`src/rtl/imm_sel.vh`:
```
// Immediate format select encodings shared between the controller and imm_gen.
// The value picks which instruction bits imm_gen assembles into the 32-bit
// immediate.
`ifndef IMM_SEL_VH
`define IMM_SEL_VH

`define IMM_SEL_I 3'd0
`define IMM_SEL_S 3'd1
`define IMM_SEL_B 3'd2
`define IMM_SEL_U 3'd3
`define IMM_SEL_J 3'd4

`endif

```
`src/rtl/ctrl_pkg.sv`:
```
// ctrl_pkg: shared types and encodings for the RV32I multi-cycle controller.
//   - state_t       : FSM states (TRAP only exists when ILLEGAL_TRAP_EN is defined)
//   - inst_class_t  : instruction class produced by ctrl_decode
//   - OPC_*         : RV32I major opcodes (inst[6:0])
//   - ALU_*, WB_*, ADDR_*, PC_SRC_*, SRC_A_*, SRC_B_* : datapath select encodings
package ctrl_pkg;

   typedef enum logic [2:0] {
      ST_FETCH  = 3'd0,
      ST_DECODE = 3'd1,
      ST_EXEC   = 3'd2,
      ST_MEM    = 3'd3,
      ST_WB     = 3'd4
`ifdef ILLEGAL_TRAP_EN
      ,
      ST_TRAP   = 3'd5
`endif
   } state_t;

   typedef enum logic [3:0] {
      CL_OP     = 4'd0,
      CL_OP_IMM = 4'd1,
      CL_LUI    = 4'd2,
      CL_AUIPC  = 4'd3,
      CL_LOAD   = 4'd4,
      CL_STORE  = 4'd5,
      CL_BRANCH = 4'd6,
      CL_JAL    = 4'd7,
      CL_JALR   = 4'd8,
      CL_NOP    = 4'd9
   } inst_class_t;

   localparam logic [6:0] OPC_LUI    = 7'b0110111;
   localparam logic [6:0] OPC_AUIPC  = 7'b0010111;
   localparam logic [6:0] OPC_JAL    = 7'b1101111;
   localparam logic [6:0] OPC_JALR   = 7'b1100111;
   localparam logic [6:0] OPC_BRANCH = 7'b1100011;
   localparam logic [6:0] OPC_LOAD   = 7'b0000011;
   localparam logic [6:0] OPC_STORE  = 7'b0100011;
   localparam logic [6:0] OPC_OP_IMM = 7'b0010011;
   localparam logic [6:0] OPC_OP     = 7'b0110011;
   localparam logic [6:0] OPC_FENCE  = 7'b0001111;
   localparam logic [6:0] OPC_SYSTEM = 7'b1110011;

   localparam logic [1:0] ALU_ADD    = 2'b00;
   localparam logic [1:0] ALU_R_FN   = 2'b01;
   localparam logic [1:0] ALU_I_FN   = 2'b10;
   localparam logic [1:0] ALU_PASS_B = 2'b11;

   localparam logic [1:0] WB_ALU = 2'b00;
   localparam logic [1:0] WB_MEM = 2'b01;
   localparam logic [1:0] WB_PC4 = 2'b10;

   localparam logic ADDR_PC     = 1'b0;
   localparam logic ADDR_ALU    = 1'b1;
   localparam logic PC_SRC_PC4  = 1'b0;
   localparam logic PC_SRC_TGT  = 1'b1;
   localparam logic SRC_A_RS1   = 1'b0;
   localparam logic SRC_A_PC    = 1'b1;
   localparam logic SRC_B_RS2   = 1'b0;
   localparam logic SRC_B_IMM   = 1'b1;

endpackage

```
`src/rtl/multicycle_ctrl_decode.sv`:
```
// ctrl_decode: combinational opcode decoder for the multi-cycle controller.
// Ports:
//   opcode     in  7 : inst[6:0]
//   inst_class out   : instruction class driving the FSM
//   imm_sel    out 3 : immediate format for imm_gen (encodings from imm_sel.vh)
//   illegal_op out 1 : opcode is not an RV32I major opcode
// Unknown opcodes are classed as CL_NOP; the FSM decides whether to trap.
`include "imm_sel.vh"

module ctrl_decode
   import ctrl_pkg::*;
(
   input  logic [6:0]  opcode,
   output inst_class_t inst_class,
   output logic [2:0]  imm_sel,
   output logic        illegal_op
);

   always_comb begin
      inst_class = CL_NOP;
      imm_sel    = `IMM_SEL_I;
      illegal_op = 1'b0;
      case (opcode)
         OPC_OP:     inst_class = CL_OP;
         OPC_OP_IMM: inst_class = CL_OP_IMM;
         OPC_LOAD:   inst_class = CL_LOAD;
         OPC_JALR:   inst_class = CL_JALR;
         OPC_STORE:  begin inst_class = CL_STORE;  imm_sel = `IMM_SEL_S; end
         OPC_BRANCH: begin inst_class = CL_BRANCH; imm_sel = `IMM_SEL_B; end
         OPC_LUI:    begin inst_class = CL_LUI;    imm_sel = `IMM_SEL_U; end
         OPC_AUIPC:  begin inst_class = CL_AUIPC;  imm_sel = `IMM_SEL_U; end
         OPC_JAL:    begin inst_class = CL_JAL;    imm_sel = `IMM_SEL_J; end
         OPC_FENCE,
         OPC_SYSTEM: inst_class = CL_NOP;
         default:    illegal_op = 1'b1;
      endcase
   end

endmodule

```
`src/rtl/multicycle_ctrl.sv`:
```
// multicycle_ctrl: RV32I multi-cycle control FSM. Sequences each instruction
// through FETCH/DECODE/EXEC/MEM/WB over a single-ported memory and one ALU,
// driving all datapath selects, write strobes and imm_sel for imm_gen.
// Ports:
//   clk, rst_n (sync, active-low)   inst[31:0], br_cond, mem_ready
//   mem_req, mem_we, mem_addr_sel   ir_write, pc_write, pc_src, imm_sel[2:0]
//   alu_src_a, alu_src_b, alu_op[1:0], wb_sel[1:0], reg_write, retire, illegal
// Build option: ILLEGAL_TRAP_EN -- unknown opcodes enter TRAP and raise the
// sticky illegal flag; without it they retire as 3-cycle NOPs.
//
// state  | meaning
// FETCH  | read instruction at PC; on mem_ready latch IR/old PC and PC<=PC+4
// DECODE | opcode decode, imm_sel valid from here on
// EXEC   | ALU op; branches/jumps update PC; branch/NOP retire here
// MEM    | load/store data access at ALU address; store retires here
// WB     | register write and retire
// TRAP   | illegal opcode seen; only illegal=1 until reset (ILLEGAL_TRAP_EN)
module multicycle_ctrl
   import ctrl_pkg::*;
(
   input  logic        clk,
   input  logic        rst_n,
   input  logic [31:0] inst,
   input  logic        br_cond,
   input  logic        mem_ready,
   output logic        mem_req,
   output logic        mem_we,
   output logic        mem_addr_sel,
   output logic        ir_write,
   output logic        pc_write,
   output logic        pc_src,
   output logic [2:0]  imm_sel,
   output logic        alu_src_a,
   output logic        alu_src_b,
   output logic [1:0]  alu_op,
   output logic [1:0]  wb_sel,
   output logic        reg_write,
   output logic        retire,
   output logic        illegal
);

   state_t      state, state_nxt;
   logic        rst_hold;
   inst_class_t cls;
   logic [2:0]  dec_imm_sel;
   logic        illegal_op;
   logic [24:0] unused_inst_hi;

   assign unused_inst_hi = inst[31:7];

   ctrl_decode u_decode (
      .opcode     (inst[6:0]),
      .inst_class (cls),
      .imm_sel    (dec_imm_sel),
      .illegal_op (illegal_op)
   );

`ifndef ILLEGAL_TRAP_EN
   logic unused_illegal_op;
   assign unused_illegal_op = illegal_op;
`endif

   // rst_hold marks the cycle right after reset is sampled: state is FETCH
   // but every output is held at 0 so an abandoned request is not reissued
   // until reset has been released.
   always_ff @(posedge clk) begin
      if (!rst_n) begin
         state    <= ST_FETCH;
         rst_hold <= 1'b1;
      end else begin
         state    <= state_nxt;
         rst_hold <= 1'b0;
      end
   end

   always_comb begin
      state_nxt = state;
      if (rst_hold) begin
         state_nxt = ST_FETCH;
      end else begin
         case (state)
            ST_FETCH:  if (mem_ready) state_nxt = ST_DECODE;
            ST_DECODE: begin
               state_nxt = ST_EXEC;
`ifdef ILLEGAL_TRAP_EN
               if (illegal_op) state_nxt = ST_TRAP;
`endif
            end
            ST_EXEC: begin
               case (cls)
                  CL_LOAD, CL_STORE:    state_nxt = ST_MEM;
                  CL_BRANCH, CL_NOP:    state_nxt = ST_FETCH;
                  default:              state_nxt = ST_WB;
               endcase
            end
            ST_MEM:    if (mem_ready) state_nxt = (cls == CL_LOAD) ? ST_WB : ST_FETCH;
            ST_WB:     state_nxt = ST_FETCH;
`ifdef ILLEGAL_TRAP_EN
            ST_TRAP:   state_nxt = ST_TRAP;
`endif
            default:   state_nxt = ST_FETCH;
         endcase
      end
   end

   always_comb begin
      mem_req      = 1'b0;
      mem_we       = 1'b0;
      mem_addr_sel = ADDR_PC;
      ir_write     = 1'b0;
      pc_write     = 1'b0;
      pc_src       = PC_SRC_PC4;
      imm_sel      = 3'd0;
      alu_src_a    = SRC_A_RS1;
      alu_src_b    = SRC_B_RS2;
      alu_op       = ALU_ADD;
      wb_sel       = WB_ALU;
      reg_write    = 1'b0;
      retire       = 1'b0;
      illegal      = 1'b0;
      if (!rst_hold) begin
         case (state)
            ST_FETCH: begin
               mem_req = 1'b1;
               if (mem_ready) begin
                  ir_write = 1'b1;
                  pc_write = 1'b1;
               end
            end
            ST_DECODE: imm_sel = dec_imm_sel;
            ST_EXEC: begin
               imm_sel = dec_imm_sel;
               case (cls)
                  CL_OP:     alu_op = ALU_R_FN;
                  CL_OP_IMM: begin alu_src_b = SRC_B_IMM; alu_op = ALU_I_FN; end
                  CL_LUI:    begin alu_src_b = SRC_B_IMM; alu_op = ALU_PASS_B; end
                  CL_AUIPC:  begin alu_src_a = SRC_A_PC; alu_src_b = SRC_B_IMM; end
                  CL_LOAD,
                  CL_STORE:  alu_src_b = SRC_B_IMM;
                  CL_BRANCH: begin
                     alu_src_a = SRC_A_PC;
                     alu_src_b = SRC_B_IMM;
                     pc_write  = br_cond;
                     pc_src    = PC_SRC_TGT;
                     retire    = 1'b1;
                  end
                  CL_JAL, CL_JALR: begin
                     alu_src_a = (cls == CL_JAL) ? SRC_A_PC : SRC_A_RS1;
                     alu_src_b = SRC_B_IMM;
                     pc_write  = 1'b1;
                     pc_src    = PC_SRC_TGT;
                  end
                  default:   retire = 1'b1;
               endcase
            end
            ST_MEM: begin
               imm_sel      = dec_imm_sel;
               mem_req      = 1'b1;
               mem_addr_sel = ADDR_ALU;
               mem_we       = (cls == CL_STORE);
               retire       = mem_ready && (cls == CL_STORE);
            end
            ST_WB: begin
               imm_sel   = dec_imm_sel;
               reg_write = 1'b1;
               retire    = 1'b1;
               if (cls == CL_LOAD)                        wb_sel = WB_MEM;
               else if (cls == CL_JAL || cls == CL_JALR)  wb_sel = WB_PC4;
            end
`ifdef ILLEGAL_TRAP_EN
            ST_TRAP:   illegal = 1'b1;
`endif
            default: ;
         endcase
      end
   end

endmodule

```
`config.mk`:
```
export PLATFORM = sky130hd
export DESIGN_NAME = multicycle_ctrl
export DESIGN_NICKNAME = d
export VERILOG_FILES = /design/src/rtl/ctrl_pkg.sv /design/src/rtl/multicycle_ctrl_decode.sv /design/src/rtl/multicycle_ctrl.sv
export VERILOG_INCLUDE_DIRS = /design/src /design/src/rtl
export SDC_FILE = /design/constraint.sdc
export NUM_CORES = 1
export LEC_CHECK = 0
export ABC_AREA = 1
export CAP_MARGIN = 0
export CELL_PAD_IN_SITES_DETAIL_PLACEMENT = 1
export CELL_PAD_IN_SITES_GLOBAL_PLACEMENT = 2
export CORE_MARGIN = 5
export CORE_UTILIZATION = 14
export CTS_CLUSTER_DIAMETER = 150
export DETAILED_ROUTE_END_ITERATION = 8
export GPL_TIMING_DRIVEN = 1
export HOLD_SLACK_MARGIN = 0.12
export PLACE_DENSITY_LB_ADDON = 0.12
export SLEW_MARGIN = 20
export SYNTH_ARGS = -nofsm -noshare
export SYNTH_HDL_FRONTEND = slang
export SYNTH_SLANG_ARGS = --single-unit
```
`constraint.sdc`:
```
create_clock -name clk -period 2.2 [get_ports clk]
set_input_delay 0.44 -clock clk [delete_from_list [all_inputs] [get_ports clk]]
set_output_delay 0.44 -clock clk [all_outputs]
set_load 0.02 [all_outputs]
```
==> results of run 1 <==
## power groups by stage
| stage | registers, mW | clock network [mW] | logic [mW] |
|---|---|---|---|
| 6_report | 0.0786 | 0.154 | 0.100 |
| 5_1_grt | 0.0791 | 0.166 | 0.110 |
| 4_1_cts | 0.0785 | 0.160 | 0.102 |
| 3_5_place_dp | 0.0795 | 0 | 0.0908 |
| 3_3_place_gp | 0.0796 | 0 | 0.0899 |
| 2_1_floorplan | 0.0778 | 0 | 0.0456 |
## per-stage QoR
| stage | instance area, sq um | setup TNS [ns] |
|---|---|---|
| after CTS | 1186 | 0 |
| after detailed placement | 1057 | -6.740 |
| after global routing | 1184 | -0.01887 |
| after floorplan | 629.4 | 0 |
| after global placement | 1057 | -6.700 |
| final | 1184 | 0 |
## synthesized netlist by cell type (all sizes together)
cell	number
nand2	43
nor2	23
inv	18
nand3	14
a21oi	5
o21ai	5
dfxtp	4
nor3	3
buf	2
a31oi	1
and3	1
conb	1
nor3b	1
o21a	1
## worst min-delay path: cells and delay by family, from the launching register on
family           cells  cell delay, ns
AO/OA/AOI/OAI        2            0.10
flip-flops           1            0.41
AND/OR/NAND/NOR      1            0.06
## metal layers
| metal | part of all wire, % | track usage (%) |
|---|---|---|
| met4 | 0.68 | 3.608 |
| met2 | 52 | 15.87 |
| met3 | 5.7 | 2.108 |
| met1 | 41 | 9.825 |
| met5 | 0 | 0 |
## how the worst min path moves through the flow
stage,startpoint,end
2_1_floorplan,rst_n,rst_hold
3_3_place_gp,state[2],state[2]
3_5_place_dp,state[2],state[2]
4_1_cts,state[2],state[2]
5_1_grt,state[2],state[2]
6_report,state[2],state[2]
## what timing repair did
item | CTS | global route
endpoints found under the setup margin | 14 | 11
resized for setup | 89 | 2
pin swaps | 9 | 1
hold endpoints to repair | 0 | 0
setup buffers | 1 | 0
cloned | 0 | 0
## cell usage in the layout (no fill, tap or decap), types with 3 or more instances in the layout
cell	Yosys	final
inv_2	6	4
nor2_4	1	6
buf_2	1	5
dlygate4sd2_1	0	8
clkdlybuf4s50_1	0	5
nor2_1	21	14
a21oi_1	3	3
nand2_2	6	10
buf_4	1	18
dfxtp_1	4	4
inv_1	12	12
nor2_2	1	3
nand2_4	1	4
nand3_1	13	11
clkdlybuf4s15_2	0	4
clkbuf_8	0	3
nand2_1	36	29
## state kept, by name (all words and copies together), names as in the netlist
name	flops
state	3
rst_hold	1
## logic make-up after synthesis
kind of cell	after synthesis	synth area share (%)
AO/OA/AOI/OAI	12	11.33
buffers and inverters	20	12.72
flip-flops	4	12.72
other	1	0.5958
AND/OR/NAND/NOR	85	62.63
## cell type report
class	count	area [sq um]
clock buffer	3	41.29
tap	52	65.06
sequential	4	80.08
fill	550	3171
multi-input combinational	98	581.8
inverter	18	72.57
timing repair buffer	42	342.8
==> flow_summary.toml, run 1 <==
[outcome]
status = "complete, no violations"

[floorplanning]
core_area_sq_um = 4354
initial_core_util_pct = 14.45
die_y_microns = 77.05
rows = 24
die_area_sq_um = 5936
fp.dieW_microns = 77.05
pin_count = 54

[synthesis]
syn_area_sq_um = 629.4
syn_inst = 122
synth_area_leaders = "nand2_1 21%, dfxtp_1 13%, nor2_1 13%, nand3_1 10%, inv_1 7.2%"
yosysWarnings = 0
synth_area_leader_cell = "nand2_1"
seq_area_frac_synth_pct = 12.72
synthesis.nets = 158
synth-seq-cells = 4
avgSynthCellArea_sq_um = 5.159
synth_top_area_share_pct = 21.47
yosysUniqueCellTypes = 24

[worst_setup_path]
ff2ff_setup_slack_ns = 1.04
endpoint = "pc_write"
worst_path_most_repeated_cell = "nand2_1"
cp-end-kind = "output pin"
crit_start = "inst[3]"
start_kind = "input port"
r2r_end = "state[2]"
rr_worst_depth = 7
crit_arrival_ns = 1.65
path_max_fanout = 4
slowest_delay_ns = 0.27
critPathKind = "input port to output pin"
path_depth = 9
path_cells = "dlygate4sd2_1 -> nor2_1 -> nand2_2 -> nor2_4 -> nand2_1 -> nand2_1 -> nand2_1 -> a21oi_1 -> buf_4"
cp_top_family = "simple AND/OR/NAND/NOR gates"
crit_slowest_cell = "dlygate4sd2_1"
cp.buffers_inverters = 2
rr_startpoint = "state[1]"
cp.required_ns = 1.76

[cells_and_area]
final_cells = 217
areaGrowthSynthToFinish_pct = 88.07
fin_nets = 203
n_antenna_cell = 0
utilization_pct = 27.18
drive_gt1_share_pct = 42.42

[timing]
hold_violations = 0
worst_slack_ns = 0.1146
slew_viol_final = 0
fmax_mhz = 479.5
fin_crit_ns = 2.085
setup_viol = 0
clock_skew_ns = 0.0008862
post-route-period-util_pct = 94.79
hold_ws_ns = 0.6183
rsz0062_at_grt = "yes"

[power_and_ir_drop]
share_comb_of_total_power_pct = 30.1
p_leak_nw = 0.6308
sw_frac_of_total_pct = 29.87
pwr-share-seq_pct = 23.6
power.share.clock_pct = 46.2
power.density_nw_per_um2 = 280.7
p_switching_mw = 0.09925
total_power_mw = 0.3323
p_int_mw = 0.2330
vdd_drop_max_v = 0.0001190

[route]
drc = 0
drt_wl_total_microns = 2496
first_pass_iters = 2
viasPerCell = 4.203
drt_iter0_markers = 4
antenna_left = 0
vias = 912
drt-wirelength-per-cell_microns = 11.50

[place]
port_buffers = 27
place_ws_ns = -0.6095
hpwl_microns = 2179
gp_congestion = 0.7543
dpl.cell_count = 213

[job]
cap_violations = 0

[clock_network]
holdBufCountCts = 0
cts_tree = "yes"
clk_pin_slew_ns = 0.03
htree_levels = 1
cts.sinks = 4
clock_latency_ns = 0.22
cts_buffer_depth = 2
root_buffer = "clkbuf_8"
cts_buffers = 3

[global_routing]
grt_pass1_wl_microns = 4388
grt_max_degree = 8
grt_use_total_pct = 8.821
grt_pass1_vias = 1008
grt-ovfl-total = 0
antenna_found_initial = 0

[min_path]
hold_depth = 3
hold_path_class = "register to register"
No activity file was read; power rests on OpenSTA's default activity.
==> run 2: changes to the inputs <==
Settings changed: CTS_CLUSTER_SIZE from default to 14, GPL_TIMING_DRIVEN 1 to 0.
==> run 2 against run 1 <==
Effect of this change:
- critical path depth fell by 1
- clock-buffer cell count did not move
- final area fell by 9.0%
- largest cell class unchanged
- non-clock buffer count fell by 11
- utilization fell by 2.4 points
- global-route usage fell by 0.48 points
- fmax barely moved
- sequential cell count did not move
- first-iteration DRC count rose to 3.3 times the previous value
- sequential share of layout area rose by 0.67 points
- die area did not move
- critical path type unchanged
- register-to-register slack improved by 0.04 ns
- largest power group unchanged
==> flow_summary.toml, run 2 (synthesized netlist as in run 1, its figures left out) <==
[cells_and_area]
final_common_cell = "nand2_1"
top_register = "state"
utilization_pct = 24.74
final_cells = 206
fin_nets = 192
reg_top3 = "state: 3 flops, rst_hold: 1 flops"
n_antenna_cell = 0
drive_gt1_share_pct = 36.36
areaGrowthSynthToFinish_pct = 71.17
n_fill_cell = 548
most-common-layout-cells = "31 x nand2_1, 14 x nor2_1, 12 x inv_1"
final_design_area_no_fill_sq_um = 1077
largest_reg_flops = 3

[floorplanning]
initial_core_util_pct = 14.45
rows = 24
core_area_sq_um = 4354
die_area_sq_um = 5936
fp.dieW_microns = 77.05
die_y_microns = 77.05
pin_count = 54

[global_routing]
grt_pass1_wl_microns = 4077
grt_pass1_vias = 933
antenna_found_initial = 0
grt_use_total_pct = 8.343
grt_max_degree = 11
grt-ovfl-total = 0

[place]
placement.cell_area_sq_um = 964.7
port_buffers = 27
place_ws_ns = -0.6101
dpl.cell_count = 201
gp_congestion = 0.7843
hpwl_microns = 2024

[timing]
fmax_mhz = 479.6
fin_crit_ns = 2.085
clock_skew_ns = 0.001821
worst_slack_ns = 0.1151
hold_violations = 0
setup_viol = 0
rsz0062_at_grt = "yes"
setup_tns_ns = 0
post-route-period-util_pct = 94.77
slew_viol_final = 0

[clock_network]
clk_pin_slew_ns = 0.03
htree_levels = 1
cts_buffers = 3
cts_buffer_depth = 2
cts_tree = "yes"
clock_latency_ns = 0.22
root_buffer = "clkbuf_8"
holdBufCountCts = 0
cts.sinks = 4

[route]
drt-wirelength-per-cell_microns = 11.47
antenna_left = 0
drt_wl_total_microns = 2363
vias = 853
viasPerCell = 4.141
drc = 0
first_pass_iters = 3
drt_iter0_markers = 13

[worst_setup_path]
crit_arrival_ns = 1.64
cp.required_ns = 1.76
critPathKind = "input port to output pin"
path_max_fanout = 5
cp-end-kind = "output pin"
start_kind = "input port"

[min_path]
hold_path_class = "register to register"

[power_and_ir_drop]
vdd_drop_max_v = 0.0001038
power.density_nw_per_um2 = 301.3
p_leak_nw = 0.5489

[outcome]
status = "complete, no violations"

[job]
cap_violations = 0
[run 2: path summary, 6_finish.rpt]
check | start | end | slack (ns) | cells after the start
setup / recovery | inst[2] | retire | 0.12 | 8
setup reg to reg | state[2] | state[1] | 1.08 | 7
hold reg to reg | state[2] | state[2] | 0.61 | 3
hold / removal | state[2] | state[2] | 0.61 | 3
[run 2: what timing repair did]
item	4_1_cts	5_1_grt
setup buffers	2	0
gates resized for setup	69	7
endpoints found under the setup margin	14	8
endpoints found under the hold margin	0	0
pin swaps	6	1
[run 2: area by class of cell]
class	count	area [sq um]	area share, %
multi-input combinational	98	560.5	52.03
timing repair buffer	29	250.2	23.23
sequential	4	80.08	7.433
inverter	18	67.56	6.272
tap	52	65.06	6.040
clock buffer	3	41.29	3.833
buffer	2	12.51	1.161
[run 2: critical path, cell delays in order]
cell           delay (ns)
dlygate4sd2_1        0.27
inv_1                0.08
nand2_1              0.09
nor2_4               0.17
nand2_4              0.11
o21a_1               0.19
a21oi_2              0.14
buf_4                0.15
[run 2: metal layers]
metal | up-vias | share of wire, % | GRT usage [%]
li1 | 445 | - | -
met2 | 21 | 47 | 14.01
met1 | 383 | 44 | 9.698
met5 | - | 0 | 0
met3 | 4 | 6.3 | 1.874
met4 | 0 | 2.5 | 4.639
[run 2: metrics by stage]
stage	hold WS (ns)	power [mW]
floorplan	0.5156	0.1234
global placement	0.6069	0.1622
detailed placement	0.6166	0.1621
CTS	0.6241	0.3317
global route	0.6439	0.3489
finish	0.6147	0.3246
[run 2: report_power, final]
group | internal (mW) | leakage [nW] | switching, mW
registers | 0.0753 | 0.0328 | 0.00207
logic | 0.0347 | 0.495 | 0.0557
clock network | 0.117 | 0.0216 | 0.0401
total | 0.227 | 0.549 | 0.0978
